<file path="config.mk">
export PLATFORM = sky130hd
export DESIGN_NAME = uart_rx_cfg
export DESIGN_NICKNAME = d
export VERILOG_FILES = /design/src/rtl/uart_rx_cfg.sv
export SDC_FILE = /design/constraint.sdc
export NUM_CORES = 1
export LEC_CHECK = 0
export CORE_MARGIN = 1
export CORE_UTILIZATION = 60
export CTS_CLUSTER_SIZE = 30
export DETAILED_ROUTE_END_ITERATION = 8
export GPL_TIMING_DRIVEN = 1
export PLACE_DENSITY = 0.82
export SYNTH_ARGS = -nofsm -noshare
export SYNTH_HDL_FRONTEND = slang
export SYNTH_SLANG_ARGS = --single-unit
</file>
<file path="constraint.sdc">
create_clock -name i_Clock -period 6.5 [get_ports i_Clock]
set_clock_uncertainty 0.2 [all_clocks]
set_input_delay 1.625 -clock i_Clock [delete_from_list [all_inputs] [get_ports i_Clock]]
set_output_delay 1.625 -clock i_Clock [all_outputs]
set_load 0.05 [all_outputs]
</file>
<file path="src/rtl/uart_rx_cfg.sv">
// UART receiver with elaboration-time data width, parity and stop bits.
// Flags parity, framing and break conditions with each received word.
module uart_rx_cfg #(
  parameter int CLKS_PER_BIT = 217,
  parameter int DATA_BITS    = 8,
  parameter int PARITY       = 0,
  parameter int STOP_BITS    = 1
) (
  input  logic                 i_Clock,
  input  logic                 i_Rst_L,
  input  logic                 i_RX_Serial,
  output logic                 o_RX_DV,
  output logic [DATA_BITS-1:0] o_RX_Data,
  output logic                 o_Parity_Err,
  output logic                 o_Frame_Err,
  output logic                 o_Break
);

  localparam int CW = $clog2(CLKS_PER_BIT);
  localparam int BW = $clog2(DATA_BITS);
  localparam logic [CW-1:0] CNT_MAX  = CW'(CLKS_PER_BIT - 1);
  localparam logic [CW-1:0] CNT_HALF = CW'((CLKS_PER_BIT - 1) / 2);
  localparam logic [BW-1:0] BIT_LAST = BW'(DATA_BITS - 1);
  localparam logic          STOP_LAST = 1'(STOP_BITS - 1);

  typedef enum logic [2:0] {
    S_IDLE,
    S_START,
    S_DATA,
    S_PARITY,
    S_STOP,
    S_WAIT_HIGH
  } state_t;

  state_t               state_q;
  logic                 sync1_q;
  logic                 sync2_q;
  logic [CW-1:0]        cnt_q;
  logic [BW-1:0]        bit_idx_q;
  logic [DATA_BITS-1:0] shift_q;
  logic                 par_q;
  logic                 stop_idx_q;
  logic                 ferr_q;
  logic                 stop0_low_q;

  logic s;
  logic ferr_d;
  logic brk_d;
  logic perr_d;
  logic par_exp;

  assign s = sync2_q;

  // Final-sample flag evaluation; stop0 is the first stop sample.
  always_comb begin
    par_exp = (PARITY == 2) ? ~^shift_q : ^shift_q;
    ferr_d  = ferr_q | ~s;
    brk_d   = ((stop_idx_q == 1'b0) ? ~s : stop0_low_q)
            & ~|shift_q
            & ((PARITY == 0) | ~par_q);
    perr_d  = (PARITY != 0) & (par_q != par_exp);
  end

  always_ff @(posedge i_Clock or negedge i_Rst_L) begin
    if (!i_Rst_L) begin
      state_q      <= S_IDLE;
      sync1_q      <= 1'b1;
      sync2_q      <= 1'b1;
      cnt_q        <= '0;
      bit_idx_q    <= '0;
      shift_q      <= '0;
      par_q        <= 1'b0;
      stop_idx_q   <= 1'b0;
      ferr_q       <= 1'b0;
      stop0_low_q  <= 1'b0;
      o_RX_DV      <= 1'b0;
      o_RX_Data    <= '0;
      o_Parity_Err <= 1'b0;
      o_Frame_Err  <= 1'b0;
      o_Break      <= 1'b0;
    end else begin
      sync1_q <= i_RX_Serial;
      sync2_q <= sync1_q;
      o_RX_DV <= 1'b0;
      unique case (state_q)
        S_IDLE: begin
          cnt_q       <= '0;
          bit_idx_q   <= '0;
          stop_idx_q  <= 1'b0;
          ferr_q      <= 1'b0;
          stop0_low_q <= 1'b0;
          if (!s) state_q <= S_START;
        end
        S_START: begin
          if (cnt_q == CNT_HALF) begin
            cnt_q   <= '0;
            state_q <= s ? S_IDLE : S_DATA;
          end else begin
            cnt_q <= cnt_q + 1'b1;
          end
        end
        S_DATA: begin
          if (cnt_q == CNT_MAX) begin
            cnt_q              <= '0;
            shift_q[bit_idx_q] <= s;
            if (bit_idx_q == BIT_LAST) begin
              bit_idx_q <= '0;
              state_q   <= (PARITY != 0) ? S_PARITY : S_STOP;
            end else begin
              bit_idx_q <= bit_idx_q + 1'b1;
            end
          end else begin
            cnt_q <= cnt_q + 1'b1;
          end
        end
        S_PARITY: begin
          if (cnt_q == CNT_MAX) begin
            cnt_q   <= '0;
            par_q   <= s;
            state_q <= S_STOP;
          end else begin
            cnt_q <= cnt_q + 1'b1;
          end
        end
        S_STOP: begin
          if (cnt_q == CNT_MAX) begin
            cnt_q  <= '0;
            ferr_q <= ferr_d;
            if (stop_idx_q == 1'b0) stop0_low_q <= ~s;
            if (stop_idx_q == STOP_LAST) begin
              o_RX_DV      <= 1'b1;
              o_RX_Data    <= shift_q;
              o_Parity_Err <= perr_d;
              o_Frame_Err  <= ferr_d;
              o_Break      <= brk_d;
              state_q      <= ferr_d ? S_WAIT_HIGH : S_IDLE;
            end else begin
              stop_idx_q <= 1'b1;
            end
          end else begin
            cnt_q <= cnt_q + 1'b1;
          end
        end
        S_WAIT_HIGH: begin
          cnt_q <= '0;
          if (s) state_q <= S_IDLE;
        end
        default: begin
          cnt_q   <= '0;
          state_q <= S_IDLE;
        end
      endcase
    end
  end

endmodule

</file>
==> results of run 1 <==
==> how the worst min path moves through the flow <==
stage               startpoint  endpoint  slack (ps)  cells after the start
finish                 sync1_q         s         160                      0
global route           sync1_q         s         170                      0
CTS                    sync1_q         s         170                      0
global placement       sync1_q         s         150                      0
floorplan              sync1_q         s         150                      0
detailed placement     sync1_q         s         150                      0
==> registers in the layout, summed over array words and instances (netlist names) <==
signal and flops:
cnt_q 8, o_RX_Data 8, shift_q 8, bit_idx_q 3
state_q 3, ferr_q 1, o_Break 1, o_Frame_Err 1
o_RX_DV 1, s 1, stop_idx_q 1, sync1_q 1
==> area by class of cell <==
| class | instances | area [µm²] | area share (%) |
|---|---|---|---|
| repair buffers | 14 | 138 | 6.78 |
| well taps | 31 | 38.8 | 1.91 |
| inverters | 6 | 22.5 | 1.11 |
| flip-flops and latches | 37 | 928 | 45.7 |
| multi-input cells | 108 | 800 | 39.4 |
| clock buffers | 5 | 37.5 | 1.85 |
| clock inverters | 3 | 65.1 | 3.21 |
==> cells by family (layout without fill, tap and decap cells) <==
family	after synthesis	in the layout	share of synthesized area (%)
AND/OR/NAND/NOR	61	61	19.2
flip-flops	37	37	51.1
multiplexers	20	20	13.4
adder cells (fa/ha/maj)	4	4	2.76
XOR/XNOR	5	5	2.41
AO/OA/AOI/OAI	17	17	6.13
other	1	1	0.207
buffers and inverters	16	28	4.82
==> layer usage <==
| layer | up-vias | global-route usage (%) | share of wire (%) |
|---|---|---|---|
| met2 | 21 | 33.8 | 46 |
| li1 | 584 | - | - |
| met5 | - | 0 | 0 |
| met1 | 613 | 30.7 | 49 |
| met4 | 0 | 8.36 | 1.6 |
| met3 | 5 | 6.80 | 4.1 |
==> per-stage QoR <==
step | hold WS [ps] | std cells | setup slack (ps)
final | 163 | 204 | 3150
after global routing | 167 | 204 | 3100
after floorplan | 145 | 161 | 4070
after global placement | 146 | 196 | 3560
after CTS | 165 | 204 | 3140
after detailed placement | 147 | 196 | 3540
==> power by group through the flow <==
stage / clock network (mW) / logic [mW] / registers (mW)
detailed placement: 0 / 0.00869 / 0.237
finish: 0.195 / 0.00839 / 0.233
global placement: 0 / 0.00844 / 0.237
CTS: 0.198 / 0.00869 / 0.233
floorplan: 0 / 0.00333 / 0.236
global route: 0.206 / 0.00951 / 0.233
==> placed cells by master (no fill, tap or decap), drive strengths merged, types with 2 or more instances in the layout <==
cell type / netlist / routed
or3b: 2 / 2
nor2b: 3 / 3
nand3b: 2 / 2
nand4: 2 / 2
dfrtp: 35 / 35
inv: 6 / 6
nand2: 9 / 9
xor2: 3 / 3
nand2b: 4 / 4
or4: 2 / 2
ha: 4 / 4
clkdlybuf4s50: 0 / 13
mux2: 19 / 19
bufinv: 0 / 2
nor3: 3 / 3
xnor2: 2 / 2
nor2: 12 / 12
clkbuf: 6 / 5
nand3: 7 / 7
and2: 2 / 2
o21ai: 6 / 6
nor4: 3 / 3
a31oi: 2 / 2
nor3b: 4 / 4
dfstp: 2 / 2
or2: 3 / 3
==> Yosys cell counts, types with 2 or more instances <==
library cell and n:
nor3_1 3, xnor2_1 2, nand2_1 9, ha_1 4, nor2b_1 3, nand2b_1 4, nand3b_1 2, mux2_4 5
nand3_1 7, a31oi_1 2, nor2_1 12, dfrtp_1 35, nor4_1 3, inv_1 6, o21ai_0 6, dfstp_2 2
or4_4 2, or2_2 3, clkbuf_1 6, xor2_1 3, mux2_2 14, nor3b_1 4, and2_1 2, nand4_1 2
==> flow_summary_export.csv, run 1 <==
group,metric,value,unit
timing,period_share,51.5,%
clocking,h-tree-depth,2,
power,p_total,0.436,mW
critical_path,worst-r2r-cell-count,6,
yosys,syn_area,1820,µm²
critical_path,critPathMaxStageDelay,800,ps
power,clockPowerShare,44.7,%
yosys,synth.largest_area_cell,"dfrtp_1",
power,swShare,19.1,%
timing,slew_violations,0,
floorplanning,core-area,2810,µm²
status,violations,"design-rule violations",
critical_path,cp.arrival,1520,ps
yosys,synth-seq-cells,37,
critical_path,cp_num_buf_inv,1,
yosys,syn_inst,161,
critical_path,setup.worst_path.class,"register to output pin",
yosys,synth_edf_count,0,
critical_path,crit_path_start,"o_RX_Data[7]",
grt,grt_pass1_vias,1164,
cells_and_area,utilization,72.3,%
floorplanning,dieArea,3250,µm²
yosys,synth_seq_area_share,51.1,%
route,drc,2,
timing,slew_headroom,57.1,%
timing,setup_viol,0,
timing,min_period,3350,ps
critical_path,worst-path-stages,1,
cells_and_area,nFillCells,204,
route,routedWlPerCell,15.2,µm
power,seqPwrFrac,53.4,%
yosys,synthArstFlopShare,100,%
cells_and_area,final_cell_area,2030,µm²
timing,hold_viol,0,
power,peakVddDrop,173,µV
grt,grt_max_degree,38,
critical_path,cp_slowest_cell,"clkdlybuf4s50_1",
clocking,clk_latency,350,ps
floorplanning,dieWidth,57.0,µm
route,num_vias,1223,
critical_path,path_max_fanout,2,
clocking,postCtsResizedCells,0,
floorplanning,dieHeight,57.0,µm
critical_path,rr_startpoint,"cnt_q[0]",
critical_path,reg2reg_to,"shift_q[3]",
clocking,cts.sinks,37,
critical_path,critPathLaunchType,"register",
cells_and_area,layout-drive-gt1-share,21.4,%
floorplanning,rows,19,
power,combPwrFrac,1.9,%
placed_design,place.gp.congestion,0.825,
floorplanning,io_pins,15,
yosys,syn_area_per_cell,11.3,µm²
timing,setup_tns,0,ps
route,drt_pass1_iterations,6,
power,p_switching,0.0835,mW
floorplanning,start_util,64.7,%
placed_design,placedInstanceArea,1930,µm²
yosys,synth_top_cell_area_share,48.2,%
yosys,syn_nets,168,
route,drtIter0Drc,54,
clocking,clockBufferDepth,2,
placed_design,dpl.hpwl,2140,µm
yosys,synth_ff_type,"dfrtp_1",
yosys,yosysUniqueCellTypes,44,
grt,antenna_found_initial,0,
cells_and_area,diodes,0,
power,power_density,215,nW/µm²
critical_path,cp.required,4680,ps
clocking,clk_pin_slew,110,ps
critical_path,r2r_slack,4080,ps
timing,rsz0062_at_grt,"no",
placed_design,port_buffers,13,
clocking,cts_root_buf,"clkbuf_4",
power,internal-power,0.352,mW
job,maxCapViolations,0,
min_path,hold_path_class,"register to register",
timing,max_freq,0.299,GHz
clocking,numCtsBuffers,5,
critical_path,cp-end-kind,"output pin",
cells_and_area,syn2layout_area_growth,11.8,%
yosys,yosysWarnings,0,
route,drt-total-wl,3110,µm
yosys,synthTopCellsByArea,"dfrtp_1, mux2_2, mux2_4, dfstp_2, ha_1",
critical_path,critical-path-top-delay-family,"buffers and inverters",
power,power.leakage,0.918,nW
critical_path,crit_path_cell_trace,"clkdlybuf4s50_1",
critical_path,endpoint,"o_RX_Data[7]",
clocking,holdBufCountCts,0,
cells_and_area,final_nets,179,
clocking,post-cts-setup-buffer-count,0,
grt,grt_usage,22.3,%
grt,grt_overflow,0,
timing,tightest_slew,637,ps
status,status,"finished, violations left",
grt,grt_pass1_wl,5380,µm
route,viasPerCell,6.00,
route,ant_nets,0,
clocking,cts_tree,"built",
Note: power is estimated with default switching activity, not from simulation.
==> inputs of run 2 (changes only) <==
--- a/config.mk
+++ b/config.mk
@@ -6,11 +6,11 @@
 export NUM_CORES = 1
 export LEC_CHECK = 0
 export CORE_MARGIN = 1
-export CORE_UTILIZATION = 60
+export CORE_UTILIZATION = 51
 export CTS_CLUSTER_SIZE = 30
 export DETAILED_ROUTE_END_ITERATION = 8
 export GPL_TIMING_DRIVEN = 1
-export PLACE_DENSITY = 0.82
+export PLACE_DENSITY = 0.74
 export SYNTH_ARGS = -nofsm -noshare
 export SYNTH_HDL_FRONTEND = slang
 export SYNTH_SLANG_ARGS = --single-unit
==> constraint.sdc (replaced) <==
create_clock -name i_Clock -period 2.8 [get_ports i_Clock]
set_clock_uncertainty 0.2 [all_clocks]
set_input_delay 0.7 -clock i_Clock [delete_from_list [all_inputs] [get_ports i_Clock]]
set_output_delay 0.7 -clock i_Clock [all_outputs]
set_load 0.05 [all_outputs]
==> run 2 against run 1 <==
- the run now ends clean
- clock-buffer cell count grew 1
- combinational power rose by 130%
- die area is 17% higher
- non-clock buffer count rose by 1
- register-to-register slack worse by 3700 ps
- worst setup slack got worse by 2800 ps
- total power increased by 87%
- clock power grew 31%
- design area decreased by 1.2%
- cell count grew 7.8%
- critical path type unchanged
- largest cell class unchanged
- highest routed layer unchanged
==> flow_summary_export.csv, run 2 (synthesis gave the netlist of run 1 again) <==
group,metric,value,unit
power,power_density,406,nW/µm²
min_path,hold_path_class,"register to register",
route,routedWlPerCell,13.7,µm
critical_path,critical-path-top-delay-family,"buffers and inverters",
grt,grt_pass1_vias,1130,
grt,grt_overflow,0,
clocking,clockBufferDepth,2,
clocking,clk_latency,330,ps
placed_design,place.gp.congestion,0.887,
grt,antenna_found_initial,0,
power,internal-power,0.637,mW
critical_path,cp_num_buf_inv,1,
route,met2_length,1400,µm
timing,hold_viol,0,
critical_path,r2r_slack,390,ps
power,combPwrFrac,2.4,%
cells_and_area,utilization,59.6,%
floorplanning,io_pins,15,
clocking,postCtsResizedCells,0,
clocking,cts.sinks,37,
clocking,numCtsBuffers,5,
clocking,h-tree-depth,2,
clocking,cts_tree,"built",
placed_design,port_buffers,13,
power,swShare,21.8,%
timing,max_freq,0.414,GHz
route,drt_pass1_iterations,4,
critical_path,rr_startpoint,"state_q[2]",
route,viasPerCell,5.55,
cells_and_area,final_nets,180,
clocking,post-cts-setup-buffer-count,0,
floorplanning,core-area,3360,µm²
critical_path,cp.required,1900,ps
job,maxCapViolations,0,
timing,rsz0062_at_grt,"no",
critical_path,crit_path_cell_trace,"clkdlybuf4s50_1",
cells_and_area,diodes,0,
timing,slew_violations,0,
critical_path,critPathMaxStageDelay,810,ps
timing,setup_tns,0,ps
floorplanning,dieArea,3800,µm²
cells_and_area,layout-drive-gt1-share,21.3,%
cells_and_area,syn2layout_area_growth,10.4,%
critical_path,cp_slowest_cell,"clkdlybuf4s50_1",
power,seqPwrFrac,66.3,%
cells_and_area,layout_common_cells,"dfrtp_1, mux2_2, clkdlybuf4s50_1, nor2_1, nand2_1",
clocking,cts_root_buf,"clkbuf_4",
critical_path,critPathLaunchType,"register",
clocking,clk_pin_slew,110,ps
cells_and_area,top_regs,"cnt_q x8, o_RX_Data x8, shift_q x8",
route,drtIter0Drc,81,
grt,grt_usage,18.8,%
floorplanning,rows,21,
critical_path,worst-r2r-cell-count,4,
timing,period_share,86.2,%
critical_path,cp-end-kind,"output pin",
critical_path,setup.worst_path.class,"register to output pin",
route,met1Wirelength,1450,µm
timing,setup_viol,0,
floorplanning,dieWidth,61.7,µm
placed_design,dpl.hpwl,2160,µm
route,wl_met3,107,µm
min_path,hold_start,"sync1_q",
route,ant_nets,0,
cells_and_area,final_common_cell,"dfrtp_1",
critical_path,reg2reg_to,"shift_q[3]",
critical_path,crit_path_start,"o_Break",
route,num_vias,1222,
critical_path,path_max_fanout,2,
route,dr.max_layer_used,"met4",
power,clockPowerShare,31.4,%
min_path,hold_depth,0,
timing,slew_headroom,66.6,%
status,status,"finished clean",
timing,tightest_slew,499,ps
critical_path,cp.arrival,1510,ps
min_path,hold-path-endpoint,"s",
grt,grt_pass1_wl,5110,µm
timing,min_period,2410,ps
route,drt-total-wl,3020,µm
power,power.leakage,0.900,nW
power,peakVddDrop,204,µV
clocking,holdBufCountCts,0,
floorplanning,dieHeight,61.7,µm
floorplanning,start_util,54.0,%
power,p_switching,0.177,mW
grt,grt_max_degree,38,
route,drc,0,
-- run 2: worst reg2reg max path, delay by kind of cell, from the launching register on --
| family | cells | cell delay, ps |
|---|---|---|
| flops | 1 | 540 |
| mux | 1 | 370 |
| simple gates | 3 | 1210 |
-- run 2: layout make-up --
type                    instances  area [µm²]
fillers                       311        1360
flip-flops and latches         37         928
multi-input cells             108         800
repair buffers                 15         145
well taps                      46        57.6
clock buffers                   6        41.3
inverters                       6        22.5
clock inverters                 2        10.0
-- run 2: stage by stage --
step	total power [mW]	instance area (µm²)	worst slack [ps]	cells	hold WS [ps]
global route	0.862	2000	277	220	171
detailed placement	0.571	1950	402	212	151
finish	0.815	2000	386	220	164
floorplan	0.556	1820	574	161	145
global placement	0.570	1950	474	212	146
CTS	0.827	2000	364	220	165
-- run 2: routing by layer --
metal	vias to the layer above	track usage [%]
met5	-	0
met4	0	6.35
met3	10	5.67
met2	26	28.7
met1	601	25.4
li1	585	-
-- run 2: power groups by stage --
stage	clock network (mW)	registers (mW)	logic, mW
3_3_place_gp	0	0.550	0.0198
5_1_grt	0.299	0.541	0.0225
6_report	0.255	0.540	0.0193
4_1_cts	0.267	0.540	0.0203
2_1_floorplan	0	0.548	0.00773
3_5_place_dp	0	0.550	0.0203
-- run 2: how the worst max path moves through the flow --
stage                 end  depth (start not counted)
2_1_floorplan  shift_q[3]                          6
3_3_place_gp   shift_q[3]                          4
3_5_place_dp   shift_q[3]                          4
4_1_cts           o_Break                          1
5_1_grt        shift_q[3]                          6
6_report          o_Break                          1
